$ cat src/rtl/pipeline_hazard_ctrl_if.sv
// ---------------------------------------------------------------------------
// pipeline_hazard_ctrl_if : hazard-controller request/response bundle
// Rev 1.0 ; optional perf counters with HAZARD_PERF_CNT_EN
// ---------------------------------------------------------------------------
`default_nettype none

interface pipeline_hazard_ctrl_if;
  logic       riscv_start;
  logic [4:0] if_id_rs1;
  logic [4:0] if_id_rs2;
  logic       if_id_use_rs1;
  logic       if_id_use_rs2;
  logic       id_ex_mem_read;
  logic [4:0] id_ex_rd;
  logic       id_ex_md_type;
  logic [2:0] id_ex_md_op;
  logic       ex_redirect;
  logic       dcache_busy;
  logic       mem_wb_ecall;

  logic       flush;
  logic       load_use_stall;
  logic       md_alu_stall;
  logic       dcache_stall;
  logic       md_start;
  logic       riscv_done;
`ifdef HAZARD_PERF_CNT_EN
  logic [31:0] perf_lu_cnt;
  logic [31:0] perf_md_cnt;
  logic [31:0] perf_dc_cnt;
  logic [31:0] perf_flush_cnt;
`endif

  modport master (
    output riscv_start, if_id_rs1, if_id_rs2, if_id_use_rs1, if_id_use_rs2,
           id_ex_mem_read, id_ex_rd, id_ex_md_type, id_ex_md_op,
           ex_redirect, dcache_busy, mem_wb_ecall,
`ifdef HAZARD_PERF_CNT_EN
    input  perf_lu_cnt, perf_md_cnt, perf_dc_cnt, perf_flush_cnt,
`endif
    input  flush, load_use_stall, md_alu_stall, dcache_stall, md_start,
           riscv_done
  );

  modport slave (
    input  riscv_start, if_id_rs1, if_id_rs2, if_id_use_rs1, if_id_use_rs2,
           id_ex_mem_read, id_ex_rd, id_ex_md_type, id_ex_md_op,
           ex_redirect, dcache_busy, mem_wb_ecall,
`ifdef HAZARD_PERF_CNT_EN
    output perf_lu_cnt, perf_md_cnt, perf_dc_cnt, perf_flush_cnt,
`endif
    output flush, load_use_stall, md_alu_stall, dcache_stall, md_start,
           riscv_done
  );
endinterface

`default_nettype wire

$ cat src/rtl/pipeline_hazard_ctrl.sv
// ---------------------------------------------------------------------------
// pipeline_hazard_ctrl : stall/flush sequencer and run-control FSM (RV32IM)
// Rev 1.0 ; HAZARD_PERF_CNT_EN adds saturating per-control event counters
// ---------------------------------------------------------------------------
`default_nettype none

module pipeline_hazard_ctrl #(
  parameter int MUL_LAT = 3,
  parameter int DIV_LAT = 34,
  parameter int CNT_W   = 6
) (
  input wire                      clk,
  input wire                      reset,
  pipeline_hazard_ctrl_if.slave   hz
);

  typedef enum logic [1:0] {
    IDLE = 2'd0,
    RUN  = 2'd1,
    DONE = 2'd2
  } run_state_t;

  typedef enum logic [1:0] {
    MD_IDLE = 2'd0,
    MD_BUSY = 2'd1,
    MD_DONE = 2'd2
  } md_state_t;

  localparam logic [CNT_W-1:0] C_MUL_LOAD = CNT_W'(MUL_LAT - 1);
  localparam logic [CNT_W-1:0] C_DIV_LOAD = CNT_W'(DIV_LAT - 1);
  localparam logic             C_MUL_ONE  = (MUL_LAT == 1);
  localparam logic             C_DIV_ONE  = (DIV_LAT == 1);

  run_state_t       r_run_state;
  run_state_t       w_run_next;
  md_state_t        r_md_state;
  md_state_t        w_md_next;
  logic [CNT_W-1:0] r_md_cnt;
  logic [CNT_W-1:0] w_md_cnt_next;
  logic             r_done;

  logic             w_run;
  logic             w_md_trig;
  logic [CNT_W-1:0] w_md_load;
  logic             w_md_one;
  logic             w_hit_rs1;
  logic             w_hit_rs2;
  logic             w_dcache_stall;
  logic             w_md_alu_stall;
  logic             w_md_start;
  logic             w_load_use;
  logic             w_flush;
  logic             w_unused_md_op;

  // Only bit 2 of funct3 selects MUL vs DIV latency.
  assign w_unused_md_op = ^hz.id_ex_md_op[1:0];

  assign w_run     = (r_run_state == RUN);
  assign w_md_trig = (r_md_state == MD_IDLE) & hz.id_ex_md_type & ~hz.dcache_busy;
  assign w_md_load = hz.id_ex_md_op[2] ? C_DIV_LOAD : C_MUL_LOAD;
  assign w_md_one  = hz.id_ex_md_op[2] ? C_DIV_ONE  : C_MUL_ONE;
  assign w_hit_rs1 = hz.if_id_use_rs1 & (hz.if_id_rs1 == hz.id_ex_rd);
  assign w_hit_rs2 = hz.if_id_use_rs2 & (hz.if_id_rs2 == hz.id_ex_rd);

  always_comb begin
    w_dcache_stall = 1'b0;
    w_md_alu_stall = 1'b0;
    w_md_start     = 1'b0;
    w_load_use     = 1'b0;
    w_flush        = 1'b0;
    if (w_run) begin
      w_dcache_stall = hz.dcache_busy;
      w_md_start     = w_md_trig;
      w_md_alu_stall = (r_md_state == MD_BUSY) | w_md_trig;
      w_load_use     = hz.id_ex_mem_read & (hz.id_ex_rd != 5'd0) &
                       (w_hit_rs1 | w_hit_rs2) &
                       ~w_dcache_stall & ~w_md_alu_stall;
      // A frozen EX keeps presenting the redirect, so it is safe to defer.
      w_flush        = hz.ex_redirect & ~w_dcache_stall & ~w_md_alu_stall;
    end
  end

  always_comb begin
    w_run_next = r_run_state;
    case (r_run_state)
      IDLE:    if (hz.riscv_start) w_run_next = RUN;
      RUN:     if (hz.mem_wb_ecall & ~w_dcache_stall & ~w_md_alu_stall)
                 w_run_next = DONE;
      DONE:    if (!hz.riscv_start) w_run_next = IDLE;
      default: w_run_next = IDLE;
    endcase
  end

  always_comb begin
    w_md_next     = r_md_state;
    w_md_cnt_next = r_md_cnt;
    if (!w_run || (w_run_next != RUN)) begin
      w_md_next     = MD_IDLE;
      w_md_cnt_next = '0;
    end else begin
      case (r_md_state)
        MD_IDLE: begin
          if (w_md_trig) begin
            w_md_cnt_next = w_md_load;
            w_md_next     = w_md_one ? MD_DONE : MD_BUSY;
          end
        end
        MD_BUSY: begin
          w_md_cnt_next = r_md_cnt - 1'b1;
          if (r_md_cnt == CNT_W'(1)) w_md_next = MD_DONE;
        end
        // Hold here while MEM is frozen so the same op is not restarted.
        MD_DONE: begin
          if (!w_dcache_stall) w_md_next = MD_IDLE;
        end
        default: begin
          w_md_next     = MD_IDLE;
          w_md_cnt_next = '0;
        end
      endcase
    end
  end

  always_ff @(posedge clk) begin
    if (!reset) begin
      r_run_state <= IDLE;
      r_md_state  <= MD_IDLE;
      r_md_cnt    <= '0;
      r_done      <= 1'b0;
    end else begin
      r_run_state <= w_run_next;
      r_md_state  <= w_md_next;
      r_md_cnt    <= w_md_cnt_next;
      r_done      <= (w_run_next == DONE);
    end
  end

  assign hz.flush          = w_flush;
  assign hz.load_use_stall = w_load_use;
  assign hz.md_alu_stall   = w_md_alu_stall;
  assign hz.dcache_stall   = w_dcache_stall;
  assign hz.md_start       = w_md_start;
  assign hz.riscv_done     = r_done;

`ifdef HAZARD_PERF_CNT_EN
  logic [31:0] r_perf_lu;
  logic [31:0] r_perf_md;
  logic [31:0] r_perf_dc;
  logic [31:0] r_perf_fl;
  logic        w_perf_clr;

  function automatic logic [31:0] sat_inc(input logic [31:0] v, input logic en);
    sat_inc = (en && (v != 32'hFFFF_FFFF)) ? v + 32'd1 : v;
  endfunction

  assign w_perf_clr = (r_run_state == IDLE) && (w_run_next == RUN);

  always_ff @(posedge clk) begin
    if (!reset || w_perf_clr) begin
      r_perf_lu <= '0;
      r_perf_md <= '0;
      r_perf_dc <= '0;
      r_perf_fl <= '0;
    end else begin
      r_perf_lu <= sat_inc(r_perf_lu, w_load_use);
      r_perf_md <= sat_inc(r_perf_md, w_md_alu_stall);
      r_perf_dc <= sat_inc(r_perf_dc, w_dcache_stall);
      r_perf_fl <= sat_inc(r_perf_fl, w_flush);
    end
  end

  assign hz.perf_lu_cnt    = r_perf_lu;
  assign hz.perf_md_cnt    = r_perf_md;
  assign hz.perf_dc_cnt    = r_perf_dc;
  assign hz.perf_flush_cnt = r_perf_fl;
`endif

endmodule

`default_nettype wire
$ cat src/flat_wrapper.sv
// flat-port wrapper written by rule: the top's interface ports become plain ports
module pipeline_hazard_ctrl_flat 
#(
  parameter int MUL_LAT = 3,
  parameter int DIV_LAT = 34,
  parameter int CNT_W   = 6
)
  (clk, reset, hz_riscv_start, hz_if_id_rs1, hz_if_id_rs2, hz_if_id_use_rs1, hz_if_id_use_rs2, hz_id_ex_mem_read, hz_id_ex_rd, hz_id_ex_md_type, hz_id_ex_md_op, hz_ex_redirect, hz_dcache_busy, hz_mem_wb_ecall, hz_flush, hz_load_use_stall, hz_md_alu_stall, hz_dcache_stall, hz_md_start, hz_riscv_done);
  pipeline_hazard_ctrl_if hz_i ();
  input wire clk;
  input wire reset;
  input wire logic [$bits(hz_i.riscv_start)-1:0] hz_riscv_start;
  input wire logic [$bits(hz_i.if_id_rs1)-1:0] hz_if_id_rs1;
  input wire logic [$bits(hz_i.if_id_rs2)-1:0] hz_if_id_rs2;
  input wire logic [$bits(hz_i.if_id_use_rs1)-1:0] hz_if_id_use_rs1;
  input wire logic [$bits(hz_i.if_id_use_rs2)-1:0] hz_if_id_use_rs2;
  input wire logic [$bits(hz_i.id_ex_mem_read)-1:0] hz_id_ex_mem_read;
  input wire logic [$bits(hz_i.id_ex_rd)-1:0] hz_id_ex_rd;
  input wire logic [$bits(hz_i.id_ex_md_type)-1:0] hz_id_ex_md_type;
  input wire logic [$bits(hz_i.id_ex_md_op)-1:0] hz_id_ex_md_op;
  input wire logic [$bits(hz_i.ex_redirect)-1:0] hz_ex_redirect;
  input wire logic [$bits(hz_i.dcache_busy)-1:0] hz_dcache_busy;
  input wire logic [$bits(hz_i.mem_wb_ecall)-1:0] hz_mem_wb_ecall;
  output wire logic [$bits(hz_i.flush)-1:0] hz_flush;
  output wire logic [$bits(hz_i.load_use_stall)-1:0] hz_load_use_stall;
  output wire logic [$bits(hz_i.md_alu_stall)-1:0] hz_md_alu_stall;
  output wire logic [$bits(hz_i.dcache_stall)-1:0] hz_dcache_stall;
  output wire logic [$bits(hz_i.md_start)-1:0] hz_md_start;
  output wire logic [$bits(hz_i.riscv_done)-1:0] hz_riscv_done;
  assign hz_i.riscv_start = hz_riscv_start;
  assign hz_i.if_id_rs1 = hz_if_id_rs1;
  assign hz_i.if_id_rs2 = hz_if_id_rs2;
  assign hz_i.if_id_use_rs1 = hz_if_id_use_rs1;
  assign hz_i.if_id_use_rs2 = hz_if_id_use_rs2;
  assign hz_i.id_ex_mem_read = hz_id_ex_mem_read;
  assign hz_i.id_ex_rd = hz_id_ex_rd;
  assign hz_i.id_ex_md_type = hz_id_ex_md_type;
  assign hz_i.id_ex_md_op = hz_id_ex_md_op;
  assign hz_i.ex_redirect = hz_ex_redirect;
  assign hz_i.dcache_busy = hz_dcache_busy;
  assign hz_i.mem_wb_ecall = hz_mem_wb_ecall;
  assign hz_flush = hz_i.flush;
  assign hz_load_use_stall = hz_i.load_use_stall;
  assign hz_md_alu_stall = hz_i.md_alu_stall;
  assign hz_dcache_stall = hz_i.dcache_stall;
  assign hz_md_start = hz_i.md_start;
  assign hz_riscv_done = hz_i.riscv_done;
  pipeline_hazard_ctrl #(.MUL_LAT(MUL_LAT), .DIV_LAT(DIV_LAT), .CNT_W(CNT_W)) u_core (.clk(clk), .reset(reset), .hz(hz_i));
endmodule
$ cat config.mk
export PLATFORM = sky130hd
export DESIGN_NAME = pipeline_hazard_ctrl_flat
export DESIGN_NICKNAME = d
export VERILOG_FILES = /design/src/rtl/pipeline_hazard_ctrl_if.sv /design/src/rtl/pipeline_hazard_ctrl.sv /design/src/flat_wrapper.sv
export SDC_FILE = /design/constraint.sdc
export NUM_CORES = 1
export LEC_CHECK = 0
export ABC_CLOCK_PERIOD_IN_PS = 2050
export CORE_UTILIZATION = 40
export CTS_BUF_LIST = sky130_fd_sc_hd__clkbuf_4
export DETAILED_ROUTE_END_ITERATION = 8
export PLACE_DENSITY = 0.87
export SKIP_LAST_GASP = 1
export SLEW_MARGIN = 25
export SYNTH_ARGS = -nofsm -noshare
export SYNTH_HDL_FRONTEND = slang
export SYNTH_SLANG_ARGS = --single-unit
$ cat constraint.sdc
create_clock -name clk -period 2.05 [get_ports clk]
set_clock_uncertainty 0.05 [all_clocks]
set_input_delay 0.41 -clock clk [delete_from_list [all_inputs] [get_ports clk]]
set_output_delay 0.41 -clock clk [all_outputs]
set_load 0.01 [all_outputs]
==> reports/metrics.yaml <==
status:
  status: "finished clean"
critical_path:
  cp_slowest_stage_delay_ns: 0.53
  critical_path_class: "input pin to primary output"
  crit_required_ns: 1.59
  path_cells: "dlygate4sd2_1 > or4_4 > o211ai_1 > a21oi_1 > buf_2"
  cp-end-kind: "primary output"
  worstSetupStartpoint: "hz_id_ex_rd[1]"
  cp_max_fo: 3
  crit_path_start_kind: "input pin"
  critPathBufInv: 2
  r2r_start: "u_core.r_md_state[1]"
  arrival_ns: 1.57
  slowest_stage: "or4_4"
  crit_family: "simple AND/OR/NAND/NOR gates"
die:
  die_height_um: 45.83
  die-width_um: 45.83
  core_um2: 1764
  rows: 15
  initial_core_util: 0.4355
  dieArea_um2: 2100
  io_pins: 34
clock_network:
  cts.hold.buffers_added: 0
  clk_transition_reported_paths_ns: 0.07
  cts_root_buffer: "clkbuf_4"
  clk_path_buf_depth: 2
  clk_latency_ns: 0.27
  htree_num_levels: 1
  clkSinkCount: 11
  tritoncts: "yes"
  numCtsBuffers: 3
  post_cts_buffers: 0
synthesis:
  ys_seq_area_frac: 0.2866
  synthArstFlopShare: 0
  synthTopCellsByCount: "11 x dfxtp_1, 9 x a21oi_1, 9 x nor2_1"
  yosysWarnings: 0
  synth_largest_area_cell: "dfxtp_1"
  synth_edf_count: 0
  ys_types: 32
  ys_ff_latch: 11
  synth.cell_area_um2: 768.2
  synth_top_area_frac: 0.2866
  syn-mean-instance-area_um2: 8.442
  yosysMostFrequentCell: "dfxtp_1"
  synthFlopType: "dfxtp_1"
  synth.top_cells.by_area: "dfxtp_1 29%, xor2_1 9.1%, a21oi_1 5.9%"
  synth_fp_nets: 121
  synthCells: 91
sta:
  min_period_ns: 2.032
  setup_viol: 0
  timing.final.ws_setup_ns: 0.01753
  rsz0062_at_grt: "true"
  finalSetupTns_ns: 0
  drv_slew: 0
  clock.fmax_mhz: 492.0
  tightest_slew_ns: 0.3094
  fin_crit_sh: 0.9914
  hold_viol_final: 0
  relSlewSlack: 0.7884
routing:
  ant_nets: 0
  wl_um: 1792
  post_drt_wl_per_cell_um: 11.27
  routed_via_density: 5.157
  drt-pass1-iter-count: 4
  route.detailed.drc: 0
  dr_total_vias: 820
  drt_iter0_markers: 14
global_routing:
  track_usage: 0.1902
  antenna_found_initial: 0
  first_global_vias: 794
  grt_max_degree: 10
  grt_overflow: 0
  grt_pass1_wl_um: 2932
final_layout:
  antenna_cells: 0
  fillCellCount: 140
  final_cells: 159
  drive_gt1_frac: 0.2164
  areaGrowthSynthToFinish_pct: 57.00
  final_nets: 165
  final_core_util: 0.6837
place:
  hpwlAfterDp_um: 1511
  place_congestion: 0.8240
  dp_slack_ns: -0.6325
  io_buffers: 31
  dp_cells: 155
min_path:
  min_from: "u_core.r_md_cnt[5]"
  min_path_type: "register to register"
power:
  power.density_nw_per_um2: 426.0
  ir_drop_mv: 0.2615
  power.leakage_nw: 0.5108
flow_run:
  cap_violations: 0
-- cells in the final DEF (no fill, tap or decap), drive strengths merged, types with 3 or more instances in the layout --
cell / n
xor2: 8
a211oi: 6
buf: 13
nand2b: 3
dfxtp: 11
nor2: 9
nor2b: 4
nor3: 4
nand3: 3
clkbuf: 6
dlygate4sd2: 5
dlymetal6s2s: 7
a21oi: 9
nor4: 3
clkdlybuf4s50: 15
inv: 3
-- cell type report --
cell class | count | area [µm²] | share of cell area
Clock buffer | 3 | 22.52 | 0.01867
Inverter | 3 | 11.26 | 0.009336
Tap cell | 25 | 31.28 | 0.02593
Timing Repair Buffer | 43 | 391.6 | 0.3247
Clock inverter | 1 | 5.005 | 0.004149
Sequential cell | 11 | 220.2 | 0.1826
Multi-Input combinational cell | 73 | 524.3 | 0.4346
-- worst reg2reg max path, stage by stage, from the launching register on --
cell and delay, ns:
dfxtp_1 0.32, o21ba_4 0.22, buf_4 0.10, nor3b_2 0.04
or3_1 0.41, buf_4 0.19, a211oi_1 0.16
-- metal layers --
metal / wire, µm / GRT usage / part of all wire / up-vias
met5: 0 / 0 / 0 / -
met4: 27 / 0.07059 / 0.015 / 0
met3: 150 / 0.03968 / 0.084 / 5
met2: 870 / 0.3600 / 0.49 / 36
met1: 743 / 0.2033 / 0.41 / 363
li1: - / - / - / 416
-- cell families (layout without fill, tap and decap cells) --
group	after synthesis	after routing	synth area share
flip-flops	11	11	0.2866
AND/OR/NAND/NOR	37	37	0.2671
adder cells (fa/ha/maj)	2	2	0.03257
buffers and inverters	7	50	0.05863
AO/OA/AOI/OAI	24	24	0.2411
XOR/XNOR	10	10	0.1140
-- repair_timing --
item / CTS / global route
gates cloned: 0 / 0
pin swaps: 3 / 5
gates resized for setup: 15 / 16
setup endpoints to repair: 5 / 5
-- power breakdown --
group / leakage [nW] / internal [mW] / switching [mW]
Clock: 0.0177 / 0.0724 / 0.0796
Sequential: 0.0891 / 0.218 / 0.00374
Combinational: 0.404 / 0.0827 / 0.0574
Total: 0.511 / 0.373 / 0.141
-- worst paths after layout --
check,cells after the start,to,slack (ns)
setup / recovery,5,hz_load_use_stall,0.02
hold / removal,2,u_core.r_md_cnt[5],0.43
setup reg to reg,6,u_core.r_md_cnt[0],0.49
hold reg to reg,2,u_core.r_md_cnt[5],0.43
-- flip-flops by register name, indices dropped and copies added, names as in the netlist --
name                  flops
u_core.r_md_state         2
u_core.r_run_state        2
u_core.hz.riscv_done      1
u_core.r_md_cnt           6
-- per-stage QoR --
stage | hold WS (ns) | power, mW | cell area [µm²]
floorplan | 0.3935 | 0.2857 | 768.2
global placement | 0.4112 | 0.3648 | 1166
detailed placement | 0.4220 | 0.3693 | 1166
CTS | 0.4330 | 0.5143 | 1191
global route | 0.4461 | 0.5353 | 1206
finish | 0.4295 | 0.5138 | 1206
Note: power is estimated with default switching activity, not from simulation.
